--- src/rtl/uart_pkg.sv ---
// Shared UART definitions: controller state encoding, parity modes and default bit timing.
package uart_pkg;

    typedef enum logic [2:0] {
        ST_IDLE,
        ST_START,
        ST_DATA,
        ST_PARITY,
        ST_STOP
    } uart_state_e;

    localparam int PAR_NONE = 0;
    localparam int PAR_EVEN = 1;
    localparam int PAR_ODD  = 2;

    localparam int CLKS_PER_BIT_9600 = 1250;

    // XOR of the data bits, inverted for odd parity.
    function automatic logic parity_bit(input logic [7:0] data, input int mode);
        return (^data) ^ (mode == PAR_ODD);
    endfunction

endpackage

--- src/rtl/baud_tick.sv ---
// Restartable bit-period counter: one-cycle tick on the last clock of each bit,
// phase-aligned to the most recent restart. Held at zero while disabled.
module baud_tick
    import uart_pkg::*;
#(
    parameter int CLKS_PER_BIT = CLKS_PER_BIT_9600
) (
    input  logic i_clk,
    input  logic i_rst_n,
    input  logic i_restart,
    input  logic i_en,
    output logic o_tick
);

    localparam int            CW   = (CLKS_PER_BIT > 1) ? $clog2(CLKS_PER_BIT) : 1;
    localparam logic [CW-1:0] LAST = CW'(CLKS_PER_BIT - 1);

    logic [CW-1:0] count_q;

    always_ff @(posedge i_clk or negedge i_rst_n) begin
        if (!i_rst_n) begin
            count_q <= '0;
        end else if (i_restart || !i_en) begin
            count_q <= '0;
        end else if (count_q == LAST) begin
            count_q <= '0;
        end else begin
            count_q <= count_q + 1'b1;
        end
    end

    assign o_tick = i_en && !i_restart && (count_q == LAST);

endmodule

--- src/rtl/uart_tx_ctrl.sv ---
// UART transmit sequencer: start + 8 data bits (LSB first) + optional parity + stop bits,
// timed by baud_tick in the i_clk domain with a registered, glitch-free o_tx.
module uart_tx_ctrl
    import uart_pkg::*;
#(
    parameter int CLKS_PER_BIT = CLKS_PER_BIT_9600,
    parameter int STOP_BITS    = 1,
    parameter int PARITY       = PAR_NONE
) (
    input  logic       i_clk,
    input  logic       i_rst_n,
    input  logic [7:0] i_data,
    input  logic       i_valid,
    output logic       o_ready,
    output logic       o_tx,
    output logic       o_busy,
    output logic       o_done
);

    localparam logic LAST_STOP = (STOP_BITS > 1);

    uart_state_e state_q, state_d;
    logic [7:0]  shift_q, shift_d;
    logic [2:0]  bit_idx_q, bit_idx_d;
    logic        stop_idx_q, stop_idx_d;
    logic        par_q, par_d;
    logic        tx_q, tx_d;
    logic        done_q, done_d;
    logic        busy_q;
    logic        accept;
    logic        bit_end;

    assign accept = (state_q == ST_IDLE) && i_valid;

    baud_tick #(
        .CLKS_PER_BIT(CLKS_PER_BIT)
    ) u_baud (
        .i_clk     (i_clk),
        .i_rst_n   (i_rst_n),
        .i_restart (accept),
        .i_en      (state_q != ST_IDLE),
        .o_tick    (bit_end)
    );

    always_ff @(posedge i_clk or negedge i_rst_n) begin
        if (!i_rst_n) begin
            state_q    <= ST_IDLE;
            shift_q    <= '0;
            bit_idx_q  <= '0;
            stop_idx_q <= 1'b0;
            par_q      <= 1'b0;
            tx_q       <= 1'b1;
            done_q     <= 1'b0;
            busy_q     <= 1'b0;
        end else begin
            state_q    <= state_d;
            shift_q    <= shift_d;
            bit_idx_q  <= bit_idx_d;
            stop_idx_q <= stop_idx_d;
            par_q      <= par_d;
            tx_q       <= tx_d;
            done_q     <= done_d;
            busy_q     <= (state_d != ST_IDLE);
        end
    end

    always_comb begin
        state_d    = state_q;
        shift_d    = shift_q;
        bit_idx_d  = bit_idx_q;
        stop_idx_d = stop_idx_q;
        par_d      = par_q;
        done_d     = 1'b0;

        unique case (state_q)
            ST_IDLE: begin
                if (i_valid) begin
                    state_d    = ST_START;
                    shift_d    = i_data;
                    par_d      = parity_bit(i_data, PARITY);
                    bit_idx_d  = '0;
                    stop_idx_d = 1'b0;
                end
            end
            ST_START: begin
                if (bit_end) begin
                    state_d   = ST_DATA;
                    bit_idx_d = '0;
                end
            end
            ST_DATA: begin
                if (bit_end) begin
                    shift_d   = {1'b0, shift_q[7:1]};
                    bit_idx_d = bit_idx_q + 3'd1;
                    if (bit_idx_q == 3'd7) begin
                        state_d    = (PARITY != PAR_NONE) ? ST_PARITY : ST_STOP;
                        stop_idx_d = 1'b0;
                    end
                end
            end
            ST_PARITY: begin
                if (bit_end) begin
                    state_d    = ST_STOP;
                    stop_idx_d = 1'b0;
                end
            end
            ST_STOP: begin
                if (bit_end) begin
                    if (stop_idx_q == LAST_STOP) begin
                        state_d = ST_IDLE;
                        done_d  = 1'b1;
                    end else begin
                        stop_idx_d = stop_idx_q + 1'b1;
                    end
                end
            end
            default: state_d = ST_IDLE;
        endcase
    end

    // Line level follows the state being entered so o_tx changes on the same edge as the state.
    always_comb begin
        tx_d = 1'b1;
        unique case (state_d)
            ST_START:  tx_d = 1'b0;
            ST_DATA:   tx_d = shift_d[0];
            ST_PARITY: tx_d = par_d;
            default:   tx_d = 1'b1;
        endcase
    end

    assign o_ready = (state_q == ST_IDLE);
    assign o_tx    = tx_q;
    assign o_busy  = busy_q;
    assign o_done  = done_q;

endmodule
--- config.mk ---
export PLATFORM = sky130hd
export DESIGN_NAME = uart_tx_ctrl
export DESIGN_NICKNAME = d
export VERILOG_FILES = /design/src/rtl/uart_pkg.sv /design/src/rtl/baud_tick.sv /design/src/rtl/uart_tx_ctrl.sv
export SDC_FILE = /design/constraint.sdc
export NUM_CORES = 1
export LEC_CHECK = 0
export ABC_AREA = 1
export ABC_CLOCK_PERIOD_IN_PS = 1400
export CORE_ASPECT_RATIO = 0.75
export CORE_UTILIZATION = 45
export DETAILED_ROUTE_END_ITERATION = 7
export PLACE_DENSITY = 0.67
export SLEW_MARGIN = 20
export SYNTH_ARGS = -nofsm -noshare
export SYNTH_HDL_FRONTEND = slang
export SYNTH_SLANG_ARGS = --single-unit
--- constraint.sdc ---
create_clock -name i_clk -period 1.4 [get_ports i_clk]
set_input_delay 0.28 -clock i_clk [delete_from_list [all_inputs] [get_ports i_clk]]
set_output_delay 0.28 -clock i_clk [all_outputs]
set_load 0.02 [all_outputs]
---- After elaboration in Yosys (flattened, before gate mapping) ----
Index checks and enable logic that the tools add are counted.
word-level totals
  flip-flop bits (word level) ............. 30
  output and inout port bits .............. 4
cells by class
  $add $sub $neg .......................... 3
  eq/ne operators ......................... 15
  multiplexer cells ....................... 30
  reduce and logical (&&, ||, !) cells .... 16
operator list
  operator                                             number
  two-way mux 3 bit                                    10
  two-way mux 11 bit                                   2
  two-way mux 8 bit                                    2
  case mux 8 bit (2 select lines)                      1
  case mux 3 bit (5 select lines)                      1
  equality test 3 x 2 -> 1 bit, second input constant  4
  inequality test 2 bit, second input constant         6
  adder 11 x 1 -> 11 bit, second input constant        1
  equality test 11 bit, second input constant          1
  two-way mux 1 bit                                    11
  case mux 3 bit (3 select lines)                      1
  nonzero test 3 bit                                   3
  XOR reduction 8 bit                                  1
  equality test 3 x 1 -> 1 bit, second input constant  2
  equality test 3 bit, second input constant           2
  AND reduction 6 bit                                  1
  case mux 1 bit (4 select lines)                      1
  AND reduction 4 bit                                  1
  nonzero test 4 bit                                   1
  adder 3 x 1 -> 3 bit, second input constant          1
  logical AND 1 bit                                    3
  logical NOT 3 bit                                    1
  case mux 1 bit (3 select lines)                      1
  AND reduction 3 bit                                  1
  4 further kinds                                      5

---- Longest topological paths before layout ----
  depth after elaboration ................. 9
  mapped depth ............................ 13

---- Hierarchy ----
From an unflattened synthesis, not the netlist that was laid out.
second synthesis, totals
  cell total of the unflattened synthesis .. 212
  area total of the unflattened synthesis .. 1,660.3 um^2
by module, submodules not included
  module        instances  cells each  area each (um^2)  sequential area each (um^2)
  uart_tx_ctrl  1          140         1,071.0           451.7
  baud_tick     1          72          589.3             275.3

---- Least setup slack after synthesis ----
No wires, ideal clock.
  path type ............................... register -> register
  start ................................... register u_baud.count_q[1]
  end ..................................... register shift_q[3]
  arrival ................................. 1.312 ns
  required time ........................... 1.270 ns
  slack ................................... -0.043 ns
  cell stages (with the launch flop) ...... 12
  path buffers ............................ 0
  clock period less this slack ............ 1.443 ns
  cell sequence ........................... dfrtp_1 > inv_1 > ha_1 > inv_1 > nor2_1 > nand3_2 > nor2_4 > nand2_4 > inv_4 > nor2_4 > nand2_1 > o211ai_1
between the ends
  cells in the longest elaborated chain, start to end .. 4
ends and longest elaborated chain
  element                          line                RTL
  start, declared                  baud_tick.sv:18     logic [CW-1:0] count_q;
  start signal, assigned           baud_tick.sv:28     count_q <= count_q + 1'b1;
  equality test 11 bit             baud_tick.sv:32     assign o_tick = i_en && !i_restart && (count_q == LAST);
  logical AND 1 bit                baud_tick.sv:32
  inequality test 2 bit (no line)  -
  AND reduction 3 bit (no line)    -
  end signal, assigned             uart_tx_ctrl.sv:57  shift_q <= shift_d;
  end, declared                    uart_tx_ctrl.sv:23  logic [7:0] shift_q, shift_d;
Every way passes these cells.
A chain may end at the register's enable or synchronous reset.

---- Worst setup path in the final report ----
  start ................................... register u_baud.count_q[1]
  end ..................................... register shift_q[4]
The elaborated chain is that of the path after synthesis.

==> metrics.csv <==
stage,metric,value,unit
outcome,outcome,"finished, violations left",
outcome,violations,setup timing,
synthesis,synth-edff-count,0,
route,wl,4410,microns
worst_setup_path,worstPathArrival,1.76,ns
floorplanning,die_height,54.3,microns
sta,rsz0062_at_grt,true,
worst_setup_path,endpoint,shift_q[4],
worst_setup_path,critPathLaunch,u_baud.count_q[1],
worst_setup_path,start_kind,flip-flop,
place,dp_hpwl,2770,microns
power_and_ir_drop,netSwitchingPower,958,uW
layout,drive_gt1_frac,0.358,
power_and_ir_drop,seqPwrFrac,0.390,
route,vias,1635,
route,ant_nets,0,
synthesis,synth_area_leaders,"dfrtp_1 (43%), nand2_1 (15%), inv_1 (6.2%)",
route,drtIter0Drc,81,
power_and_ir_drop,power_frac_clock,0.250,
route,drt-vias-per-instance,5.08,
synthesis,synthTopCellsByCount,"nand2_1 (64), dfrtp_1 (28), inv_1 (27), nor2_1 (21)",
global_routing,grt_antenna_before_repair,0,
synthesis,ys_async_sr_fraction,1.00,
global_routing,grt_max_degree,24,
worst_setup_path,cp_data_required_time,1.55,ns
clock_network,postCtsHoldBufs,0,
sta,finalSetupViolCount,25,
layout,diodes,0,
route,wl_per_cell,13.7,microns
clock_network,htree_num_levels,2,
clock_network,cts_root_buffer,clkbuf_8,
global_routing,grt_pass1_wl,6440,microns
worst_setup_path,ff2ff_path_depth,12,
synthesis,syn_area,1640,sq um
synthesis,seq_area_frac_synth,0.442,
place,dp_slack,-0.237,ns
clock_network,clockBufferDepth,2,
clock_network,clkSinkCount,29,
sta,fin_crit_sh,1.15,
synthesis,ys_seq_elements,29,
worst_hold_path,holdCritPathClass,in2async,
worst_setup_path,r2r_slack,-0.21,ns
floorplanning,die_area,3900,sq um
place,gp_congestion,0.851,
floorplanning,core-area,3380,sq um
synthesis,ys_types,31,
power_and_ir_drop,p_sw_frac,0.336,
clock_network,clkLatencyLatePin,0.28,ns
sta,skew,0.00305,ns
layout,area_delta_synth_final,51.1,%
power_and_ir_drop,vdd_drop_max,0.000736,V
clock_network,clk_pin_slew,0.06,ns
sta,maxSlewViolCount,0,
global_routing,grt_pass1_vias,1421,
route,dr.pass1.iters,4,
place,io_buffers,14,
floorplanning,start_util,0.487,
clock_network,cts_tree,built,
worst_setup_path,critPathMaxFanout,7,
synthesis,ys.flop_type,dfrtp_1,
synthesis,synth.avg_cell_area,7.79,sq um
synthesis,ys_warn_count,0,
sta,period_needed,1.61,ns
floorplanning,boundaryPins,15,
synthesis,yosysTopAreaCell,dfrtp_1,
clock_network,cts_inserted_buffers,5,
floorplanning,die_w,71.8,microns
synthesis,syn_inst,211,
synthesis,syn_nets,226,
sta,worst_pin_slew,0.377,ns
sta,fmax,620,MHz
power_and_ir_drop,leakagePower,0.00131,uW
worst_setup_path,crit_path_end_kind,flip-flop,
global_routing,track_usage,0.227,
floorplanning,rows,18,
synthesis,yosys.area.top_type_share,0.426,
global_routing,grt_overflow,0,
worst_setup_path,rr_startpoint,u_baud.count_q[1],
sta,finalWorstSetupSlack,-0.214,ns
sta,hold_viol,0,
power_and_ir_drop,total_power,2850,uW
power_and_ir_drop,combPwrFrac,0.360,
power_and_ir_drop,p_int,1890,uW
layout,layout.nets,296,
flow_run,drv_cap,0,
sta,slew_headroom,0.747,
worst_setup_path,r2r-end,shift_q[4],
synthesis,synth.most_common_cell,nand2_1,
worst_setup_path,path_class,reg2reg,
route,drc,0,
power_and_ir_drop,power.density,1150,nW/um^2
## registers in the layout, summed over array words and instances, names as in the netlist
name / cells
u_baud.count_q: 11
bit_idx_q: 3
shift_q: 8
o_busy: 1
state_q: 3
par_q: 1
o_done: 1
o_tx: 1
## cell usage in the layout, fill, tap and decap left out, drive strengths merged, types with 5 or more instances in the layout
cell           count
nand2             68
buf               49
inv               34
dfrtp             28
nor2              25
clkdlybuf4s50     10
nand3              9
clkbuf             8
o21ai              8
o211ai             6
nand4              5
nor3               5
a21oi              5
## area by class of cell
class	instances	area, sq um
inverter	34	139
timing repair buffer	62	556
timing repair inverter	1	3.75
tap	40	50.0
multi-input combinational	148	918
sequential	29	727
clock buffer	8	90.1
fill	239	895
## per-stage QoR
stage	hold WS, ns	area [sq um]	util	cells	TNS [ns]
floorplan	-0.0156	1650	-	211	-0.259
global placement	0.488	2100	0.622	298	-1.37
detailed placement	0.480	2100	0.622	298	-2.62
CTS	0.280	2310	0.684	315	-2.59
global route	0.307	2480	0.735	322	-5.59
finish	0.267	2480	0.735	322	-3.62
## critical path: stages, from the launching register on
cell	delay [ns]
dfrtp_1	0.38
inv_1	0.06
ha_2	0.17
inv_2	0.04
nor2_2	0.08
nand3_2	0.11
nor2_4	0.15
buf_12	0.14
nand2_8	0.07
inv_8	0.07
nor2_4	0.05
nand2_1	0.07
o211ai_1	0.10
## worst min path at each step
| stage | startpoint | endpoint | slack [ns] | depth (start not counted) |
|---|---|---|---|---|
| floorplan | i_rst_n | bit_idx_q[0] | -0.02 | 0 |
| global placement | shift_q[6] | shift_q[6] | 0.49 | 2 |
| detailed placement | shift_q[7] | shift_q[7] | 0.48 | 2 |
| CTS | i_rst_n | state_q[2] | 0.28 | 1 |
| global route | i_rst_n | state_q[2] | 0.31 | 1 |
| finish | i_rst_n | o_busy | 0.27 | 1 |
## logic make-up (layout without fill, tap and decap cells)
family / count (synthesis) / count (layout) / share of synthesized area
adders and majority gates: 4 / 4 / 0.0304
DFF: 29 / 29 / 0.442
buffers and inverters: 34 / 105 / 0.0799
and+or+nand+nor: 117 / 117 / 0.340
xor gates and xnor gates: 4 / 4 / 0.0213
AOI/OAI and AO/OA: 23 / 23 / 0.0860
## routing by layer
| layer | vias to the layer above | share of wire | track usage | wire length, microns |
|---|---|---|---|---|
| li1 | 817 | - | - | - |
| met1 | 774 | 0.46 | 0.304 | 2050 |
| met2 | 34 | 0.49 | 0.358 | 2140 |
| met3 | 10 | 0.029 | 0.0479 | 127 |
| met4 | 0 | 0.021 | 0.105 | 93 |
| met5 | - | 0 | 0 | 0 |
## power groups by stage
| stage | clock network, uW | logic (uW) | registers [uW] |
|---|---|---|---|
| floorplan | 0 | 389 | 1130 |
| global placement | 0 | 707 | 1120 |
| detailed placement | 0 | 722 | 1110 |
| CTS | 728 | 844 | 1100 |
| global route | 762 | 1110 | 1130 |
| finish | 713 | 1030 | 1110 |
## repair_timing
action                                  in CTS  in global routing
gates cloned                                 1                  0
setup buffers                                8                  8
pin swaps                                   13                 18
gates resized for setup                     20                 30
endpoints found under the setup margin      28                 26
Note: power is estimated with default switching activity, not from simulation.
